File: src/rtl/lcd_seq_ctrl.sv
// Sequencer for an HD44780-style character LCD: runs the power-up init sequence,
// then issues one command or character per handshake with legal RS/EN/DATA timing.
module lcd_seq_ctrl #(
    parameter int T_PWR  = 750000,
    parameter int T_SU   = 2,
    parameter int T_EN   = 12,
    parameter int T_EXEC = 2000,
    parameter int T_CLR  = 82000
) (
    input  logic       clk_i,
    input  logic       rst_i,
    input  logic       req_valid_i,
    input  logic       req_rs_i,
    input  logic [7:0] req_data_i,
    output logic       req_ready_o,
    output logic       init_done_o,
    output logic       lcd_on_o,
    output logic       lcd_en_o,
    output logic       lcd_rs_o,
    output logic       lcd_rw_o,
    output logic [7:0] lcd_data_o
);

    localparam int T_MAX_A = (T_PWR > T_CLR) ? T_PWR : T_CLR;
    localparam int T_MAX_B = (T_EXEC > T_EN) ? T_EXEC : T_EN;
    localparam int T_MAX_C = (T_MAX_B > T_SU) ? T_MAX_B : T_SU;
    localparam int T_MAX   = (T_MAX_A > T_MAX_C) ? T_MAX_A : T_MAX_C;
    localparam int CW      = $clog2(T_MAX) + 1;

    // Each state spends its load value + 1 cycles; PWR_WAIT also spends the
    // cycle that raises lcd_on_o and loads the counter, hence the -2.
    localparam logic [CW-1:0] LD_PWR  = CW'(T_PWR - 2);
    localparam logic [CW-1:0] LD_SU   = CW'(T_SU - 1);
    localparam logic [CW-1:0] LD_EN   = CW'(T_EN - 1);
    localparam logic [CW-1:0] LD_EXEC = CW'(T_EXEC - 1);
    localparam logic [CW-1:0] LD_CLR  = CW'(T_CLR - 1);

    localparam logic [2:0] PWR_WAIT  = 3'd0;
    localparam logic [2:0] INIT_LOAD = 3'd1;
    localparam logic [2:0] SETUP     = 3'd2;
    localparam logic [2:0] PULSE     = 3'd3;
    localparam logic [2:0] EXEC      = 3'd4;
    localparam logic [2:0] IDLE      = 3'd5;

    logic [2:0]    state;
    logic [CW-1:0] cnt;
    logic [1:0]    init_idx;
    logic          long_exec;

    function automatic logic [7:0] init_rom(input logic [1:0] idx);
        case (idx)
            2'd0:    init_rom = 8'h38;
            2'd1:    init_rom = 8'h0C;
            2'd2:    init_rom = 8'h01;
            default: init_rom = 8'h06;
        endcase
    endfunction

    // Clear and return-home commands need the long execution wait.
    assign long_exec = !lcd_rs_o && (lcd_data_o == 8'h01 || lcd_data_o == 8'h02 ||
                                     lcd_data_o == 8'h03);
    assign lcd_rw_o  = 1'b0;

    always_ff @(posedge clk_i) begin
        if (rst_i) begin
            state       <= PWR_WAIT;
            cnt         <= '0;
            init_idx    <= 2'd0;
            req_ready_o <= 1'b0;
            init_done_o <= 1'b0;
            lcd_on_o    <= 1'b0;
            lcd_en_o    <= 1'b0;
            lcd_rs_o    <= 1'b0;
            lcd_data_o  <= 8'h00;
        end else begin
            case (state)
                PWR_WAIT: begin
                    if (!lcd_on_o) begin
                        lcd_on_o <= 1'b1;
                        cnt      <= LD_PWR;
                    end else if (cnt == '0) begin
                        state <= INIT_LOAD;
                    end else begin
                        cnt <= cnt - 1'b1;
                    end
                end
                INIT_LOAD: begin
                    lcd_rs_o   <= 1'b0;
                    lcd_data_o <= init_rom(init_idx);
                    cnt        <= LD_SU;
                    state      <= SETUP;
                end
                SETUP: begin
                    if (cnt == '0) begin
                        lcd_en_o <= 1'b1;
                        cnt      <= LD_EN;
                        state    <= PULSE;
                    end else begin
                        cnt <= cnt - 1'b1;
                    end
                end
                PULSE: begin
                    if (cnt == '0) begin
                        lcd_en_o <= 1'b0;
                        cnt      <= long_exec ? LD_CLR : LD_EXEC;
                        state    <= EXEC;
                    end else begin
                        cnt <= cnt - 1'b1;
                    end
                end
                EXEC: begin
                    if (cnt != '0) begin
                        cnt <= cnt - 1'b1;
                    end else if (!init_done_o && init_idx != 2'd3) begin
                        init_idx <= init_idx + 2'd1;
                        state    <= INIT_LOAD;
                    end else begin
                        init_done_o <= 1'b1;
                        req_ready_o <= 1'b1;
                        state       <= IDLE;
                    end
                end
                IDLE: begin
                    if (req_valid_i && req_ready_o) begin
                        req_ready_o <= 1'b0;
                        lcd_rs_o    <= req_rs_i;
                        lcd_data_o  <= req_data_i;
                        cnt         <= LD_SU;
                        state       <= SETUP;
                    end
                end
                default: begin
                    lcd_en_o    <= 1'b0;
                    req_ready_o <= 1'b0;
                    state       <= PWR_WAIT;
                end
            endcase
        end
    end

endmodule

File: config.mk
export PLATFORM = sky130hd
export DESIGN_NAME = lcd_seq_ctrl
export DESIGN_NICKNAME = d
export VERILOG_FILES = /design/src/rtl/lcd_seq_ctrl.sv
export SDC_FILE = /design/constraint.sdc
export NUM_CORES = 1
export LEC_CHECK = 0
export CORE_MARGIN = 2
export CORE_UTILIZATION = 40
export CTS_BUF_LIST = sky130_fd_sc_hd__clkbuf_4
export CTS_CLUSTER_SIZE = 14
export DETAILED_ROUTE_END_ITERATION = 12
export PLACE_DENSITY = 0.66
export SETUP_SLACK_MARGIN = 0.02
export SLEW_MARGIN = 15
export SYNTH_ARGS = -nofsm -noshare
export SYNTH_HDL_FRONTEND = slang
export SYNTH_SLANG_ARGS = --single-unit
File: constraint.sdc
create_clock -name clk_i -period 2.45 [get_ports clk_i]
set_input_delay 0.6125 -clock clk_i [delete_from_list [all_inputs] [get_ports clk_i]]
set_output_delay 0.6125 -clock clk_i [all_outputs]
set_load 0.02 [all_outputs]
## Word-level counts from Yosys, hierarchy flattened

Index checks and enable logic that the tools add are counted.
Widths: inputs -> output; s select.

| operators by class | value |
|---|---|
| $add $sub $neg | 2 |
| equality and inequality tests | 20 |
| multiplexer cells | 28 |
| bitwise gates (word level) | 4 |
| reductions and logical operators | 22 |

Operator list:

| kind | count |
|---|---|
| $mux 21 | 6 |
| $pmux 21 s6 | 1 |
| $logic_not 21->1 | 1 |
| $mux 3 | 7 |
| $reduce_bool 21->1 | 1 |
| $sub 21x1->21 const B | 1 |
| $ne 2x2->1 const B | 9 |
| $pmux 3 s6 | 1 |
| $pmux 6 s3 | 1 |
| $mux 17 | 1 |
| $eq 8x2->1 const B | 2 |
| $pmux 8 s2 | 1 |
| $reduce_and 3->1 | 3 |
| $eq 8x1->1 const B | 1 |
| $mux 8 | 1 |
| $reduce_and 4->1 | 2 |
| $reduce_or 4->1 | 2 |
| $eq 3x2->1 const B | 2 |
| $eq 3x3->1 const B | 2 |
| $mux 1 | 6 |
| $pmux 1 s3 | 2 |
| $reduce_and 6->1 | 1 |
| $reduce_bool 6->1 | 1 |
| $not 1->1 | 4 |
| 13 further kinds | 17 |

| word-level totals | value |
|---|---|
| register bits | 39 |
| input port bits | 12 |
| output and inout bits | 14 |
| logic and storage cells | 85 |

## Depth between registers and ports, before layout

| depth | value |
|---|---|
| word-level depth | 7 |
| gate-level depth with buffers | 9 |
| mapped depth without buffers | 8 |

## Worst setup path before layout

Ideal clock, no wire load.

| timing path | value |
|---|---|
| kind | register to register |
| start | register cnt[13] |
| end | register lcd_en_o |
| setup time | 0.128 ns |
| arrival time | 2.214 ns |
| path slack | 0.108 ns |
| stages on the path, launching flop included | 9 |
| clock period less this slack | 2.342 ns |
| cell sequence | dfxtp_1 > buf_6 > or4_4 > or2_1 > buf_6 > nor3_2 > mux2_2 > a22oi_1 > nor2_1 |

| between the ends | value |
|---|---|
| longest elaborated chain between the ends | 3 |

Ends and longest elaborated chain:

| what | RTL line | RTL |
|---|---|---|
| from (decl) | 46 | `logic [CW-1:0] cnt;` |
| from (signal assigned) | 84 | `cnt <= cnt - 1'b1;` |
| from (signal assigned) | 99 | `cnt <= cnt - 1'b1;` |
| from (signal assigned) | 105 | `cnt <= long_exec ? LD_CLR : LD_EXEC;` |
| $logic_not 21->1 (*) | 94, 103 |  |
| $ne 2x2->1 (no source line) | n/a |  |
| $reduce_and 3->1 (no source line) (*) | n/a |  |
| to (signal assigned) | 95 | `lcd_en_o <= 1'b1;` |
| to (signal assigned) | 104 | `lcd_en_o <= 1'b0;` |
| to (signal assigned) | 133 | `lcd_en_o <= 1'b0;` |
| to (decl) | 18 | `output logic lcd_en_o,` |

Mark *: on every way between the ends. The rest lies on a longest branch, timed or not.
A chain may end at the register's enable or synchronous reset.

## Worst setup path after layout

| timing path | value |
|---|---|
| start | register cnt[13] |
| end | register cnt[8] |

| between the ends | value |
|---|---|
| longest elaborated chain between the ends | 3 |

Ends and longest elaborated chain:

| what | RTL line | RTL |
|---|---|---|
| $logic_not 21->1 / $reduce_bool 21->1 (equally long branches) | n/a |  |
| $mux 21 (tied with other cells) | 103 | `if (cnt == '0) begin` |
| $pmux 21 s6 / $reduce_and 4->1 (equally long branches) | n/a |  |

Parallel ways exist; a longest one is shown, timed or not.

==> results by group <==
Finish
  • Footprint of the multi-input gates: ~0.0015 mm^2
  • FF/Latch Area: between 700 and 800 um^2
  • Layout cells sized above 1: 0.138
  • ANT cells: 0
  • Area grow syn2layout: 18.8%
  • Filler cells: just under 600
  • Final net count: about 370
  • Fin cells: 431

Floorplanning
  • Std-Cell Rows: 28
  • Core area: around 0.006 mm^2
  • Initial core utilization: 0.417
  • Die area: 0.00686 mm^2
  • Die height: just over 80 um
  • Die Width: approximately 83 um
  • I/O pin cnt: 26

Detailed routing
  • Post-route ant nets: 0
  • Initial DRC count: about 160
  • Via/cell ratio: between 5 and 6
  • Routed via count: between 2000 and 3000
  • Routed WL: around 6.6 mm
  • DRT Pass-1 Iters: 4
  • WL/cell: around 15 um
  • DRC: 0

Global route
  • Vias in the first global route: 2501
  • Largest net degree at the start of global routing: 31
  • First-pass GRT wire length: 11.3 mm
  • Initial antenna violation count: 0
  • GRT overflow: 0
  • GRT Util Overall: 0.194

Timing
  • Slew @ Worst Pin: just under 0.7 ns
  • Clk_skew: roughly 0.018 ns
  • Slew Viols, Final: 0
  • # setup viols final: 0
  • Fmax: between 400 and 500 MHz
  • Slew margin rel.: 0.546
  • Tmin final: between 2 and 2.5 ns
  • Hold Fails Final Rpt: 0
  • Final TNS setup: 0 ns
  • Final period util: 0.946
  • RSZ-0062 raised after global routing: no

Pwr
  • Power share of the sequential group: 0.548
  • Clk pwr share: 0.270
  • Pwr dens: around 430 mW/mm^2
  • Internal Power: between 0.0008 and 0.0009 W
  • Peak supply drop: ~0.31 mV
  • P_sw: between 0.0003 and 0.0004 W
  • Sw Ratio: 0.308
  • Leak: about 1.1 nW
  • Logic pwr share: 0.182

Logic synthesis
  • Syn Nets: between 300 and 400
  • Register area share after synthesis: 0.314
  • Distinct cells, synth: 63
  • Ys async rst share: 0
  • Most area-consuming cells after synthesis: dfxtp_1, nor2_1, a21oi_1
  • Synth area leader: dfxtp_1
  • YS warnings: 0
  • Mapped Area: about 0.0025 mm^2
  • Largest family of logic cells by synthesized area: simple AND/OR/NAND/NOR gates
  • Post-synthesis mux area share: 0.0131
  • Simple logic cell fraction of the synthesized area: 0.280
  • Seq cells post-synth: 39
  • Adder-cell share of the synthesized area: 0.0302
  • Post-Synthesis Cells: between 300 and 400
  • EDFF count, synth: 0
  • Post-synthesis xor/xnor area fraction: 0.0176
  • Syn Area/Cell: around 7.8 um^2
  • Main synth FF type: dfxtp_1
  • Compound-cell area share of the yosys netlist: 0.280
  • Top cell type's share of synthesized area: 0.314

Clock network
  • Worst skew pair latency: around 0.36 ns
  • CTS tree: yes
  • H-tree Lvls: 2
  • Post-CTS Hold Fix Bufs: 0
  • Post-CTS sizing: 0
  • CTS Buffer Depth: 2
  • CTS buffer count: 5
  • Clock sink count: 39
  • Post-CTS setup buffers: 0
  • Root Driver: clkbuf_4
  • Reg clk slew, reported paths: between 0.1 and 0.15 ns

Worst setup path
  • Arrival @ worst endpoint: ~2.6 ns
  • CP max FO: 12
  • Crit path launch type: flop
  • CP Capture Type: flop
  • CP required: around 2.7 ns
  • Critical path class: flop to flop

Placed design
  • Gpl congestion: 0.881
  • Port bufs: 24
  • DP HPWL: 4.77 mm
  • DP Cell Count: 422

Hold path
  • Worst hold path type: flop to flop

Flow run
  • Max cap viols: 0

Run status
  • Status: finished, final reports clean
sequential cells by signal, indices dropped and copies added, names as in the netlist:
| name | flops |
|---|---|
| lcd_en_o | 1 |
| req_ready_o | 1 |
| init_done_o | 1 |
| state | 3 |
| init_idx | 2 |
| lcd_rs_o | 1 |
| lcd_data_o | 8 |
| cnt | 21 |
| lcd_on_o | 1 |
kinds of logic (layout without fill, tap and decap cells):
| family | count (synthesis) | in the layout |
|---|---|---|
| buf+inv | 31 | 68 |
| xor+xnor | 5 | 5 |
| other cells | 1 | 1 |
| fa+ha+maj | 6 | 6 |
| compound gates | 102 | 102 |
| simple gates | 132 | 132 |
| flops | 39 | 39 |
| mux | 3 | 3 |
critical path: stages, from the launching register on:
cell	delay (ns)
dfxtp_1	0.34
or4_4	0.56
or2_1	0.37
o41ai_4	0.38
clkbuf_4	0.34
a21oi_1	0.07
nor2_1	0.09
nor3_1	0.04
synth_stat cells (3+ instances only):
cell type,instances
nand2_1,22
a311oi_1,3
nor4_1,7
nand4b_1,4
xor2_1,4
nor3_1,19
ha_1,6
a211oi_1,7
o21ai_0,19
clkbuf_1,13
a31oi_1,8
a21oi_1,34
nand3_1,7
buf_6,4
nand3b_1,3
inv_1,10
dfxtp_1,39
nor2_1,47
a22oi_1,4
power by group through the flow:
stage / clock network (W) / registers (W) / logic, W
after global placement: 0 / 0.000703 / 0.000225
final: 0.000340 / 0.000690 / 0.000230
after CTS: 0.000349 / 0.000690 / 0.000228
after global routing: 0.000379 / 0.000694 / 0.000253
after floorplan: 0 / 0.000696 / 0.000160
after detailed placement: 0 / 0.000704 / 0.000227
cell type report:
class                      instances  share of cell area
multi-input combinational        249               0.524
sequential                        39               0.265
timing repair buffer              50               0.149
tap                               75              0.0318
clock buffer                       5              0.0127
inverter                          10              0.0127
clock inverter                     3             0.00509
through the flow:
stage	hold slack, ns	setup slack, ns	power, W	util	cell area [um^2]
finish	0.505	0.132	0.00126	0.496	2950
global route	0.523	0.0366	0.00133	0.496	2950
CTS	0.503	0.0312	0.00127	0.494	2940
detailed placement	0.486	0.0514	0.000931	0.485	2890
global placement	0.475	0.0958	0.000928	0.485	2890
floorplan	0.458	0.108	0.000856	-	2480
layer usage:
metal,global-route usage,part of all wire,wire length (um),vias to the layer above
li1,-,-,-,1244
met1,0.246,0.46,3020,1191
met2,0.334,0.48,3170,59
met3,0.0338,0.052,341,6
met4,0.0656,0.012,77,0
met5,0,0,0,-
cells in the final DEF (no fill, tap or decap), types with 7 or more instances in the layout:
cell type	Yosys	routed
nand3_1	7	7
a211oi_1	7	7
clkdlybuf4s50_1	0	24
nor2_1	47	47
nor4_1	7	7
a31oi_1	8	8
a21oi_1	34	34
dfxtp_1	39	39
inv_1	10	10
nor3_1	19	19
nand2_1	22	22
buf_4	2	24
o21ai_0	19	19
path summary, 6_finish.rpt:
check	from	to	slack, ns	cells after the start
worst max register to register	cnt[13]	cnt[8]	0.13	7
worst min-delay path	cnt[20]	cnt[20]	0.50	2
worst max-delay path	cnt[13]	cnt[8]	0.13	7
worst min register to register	cnt[20]	cnt[20]	0.50	2
(Power assumes the default switching activity.)
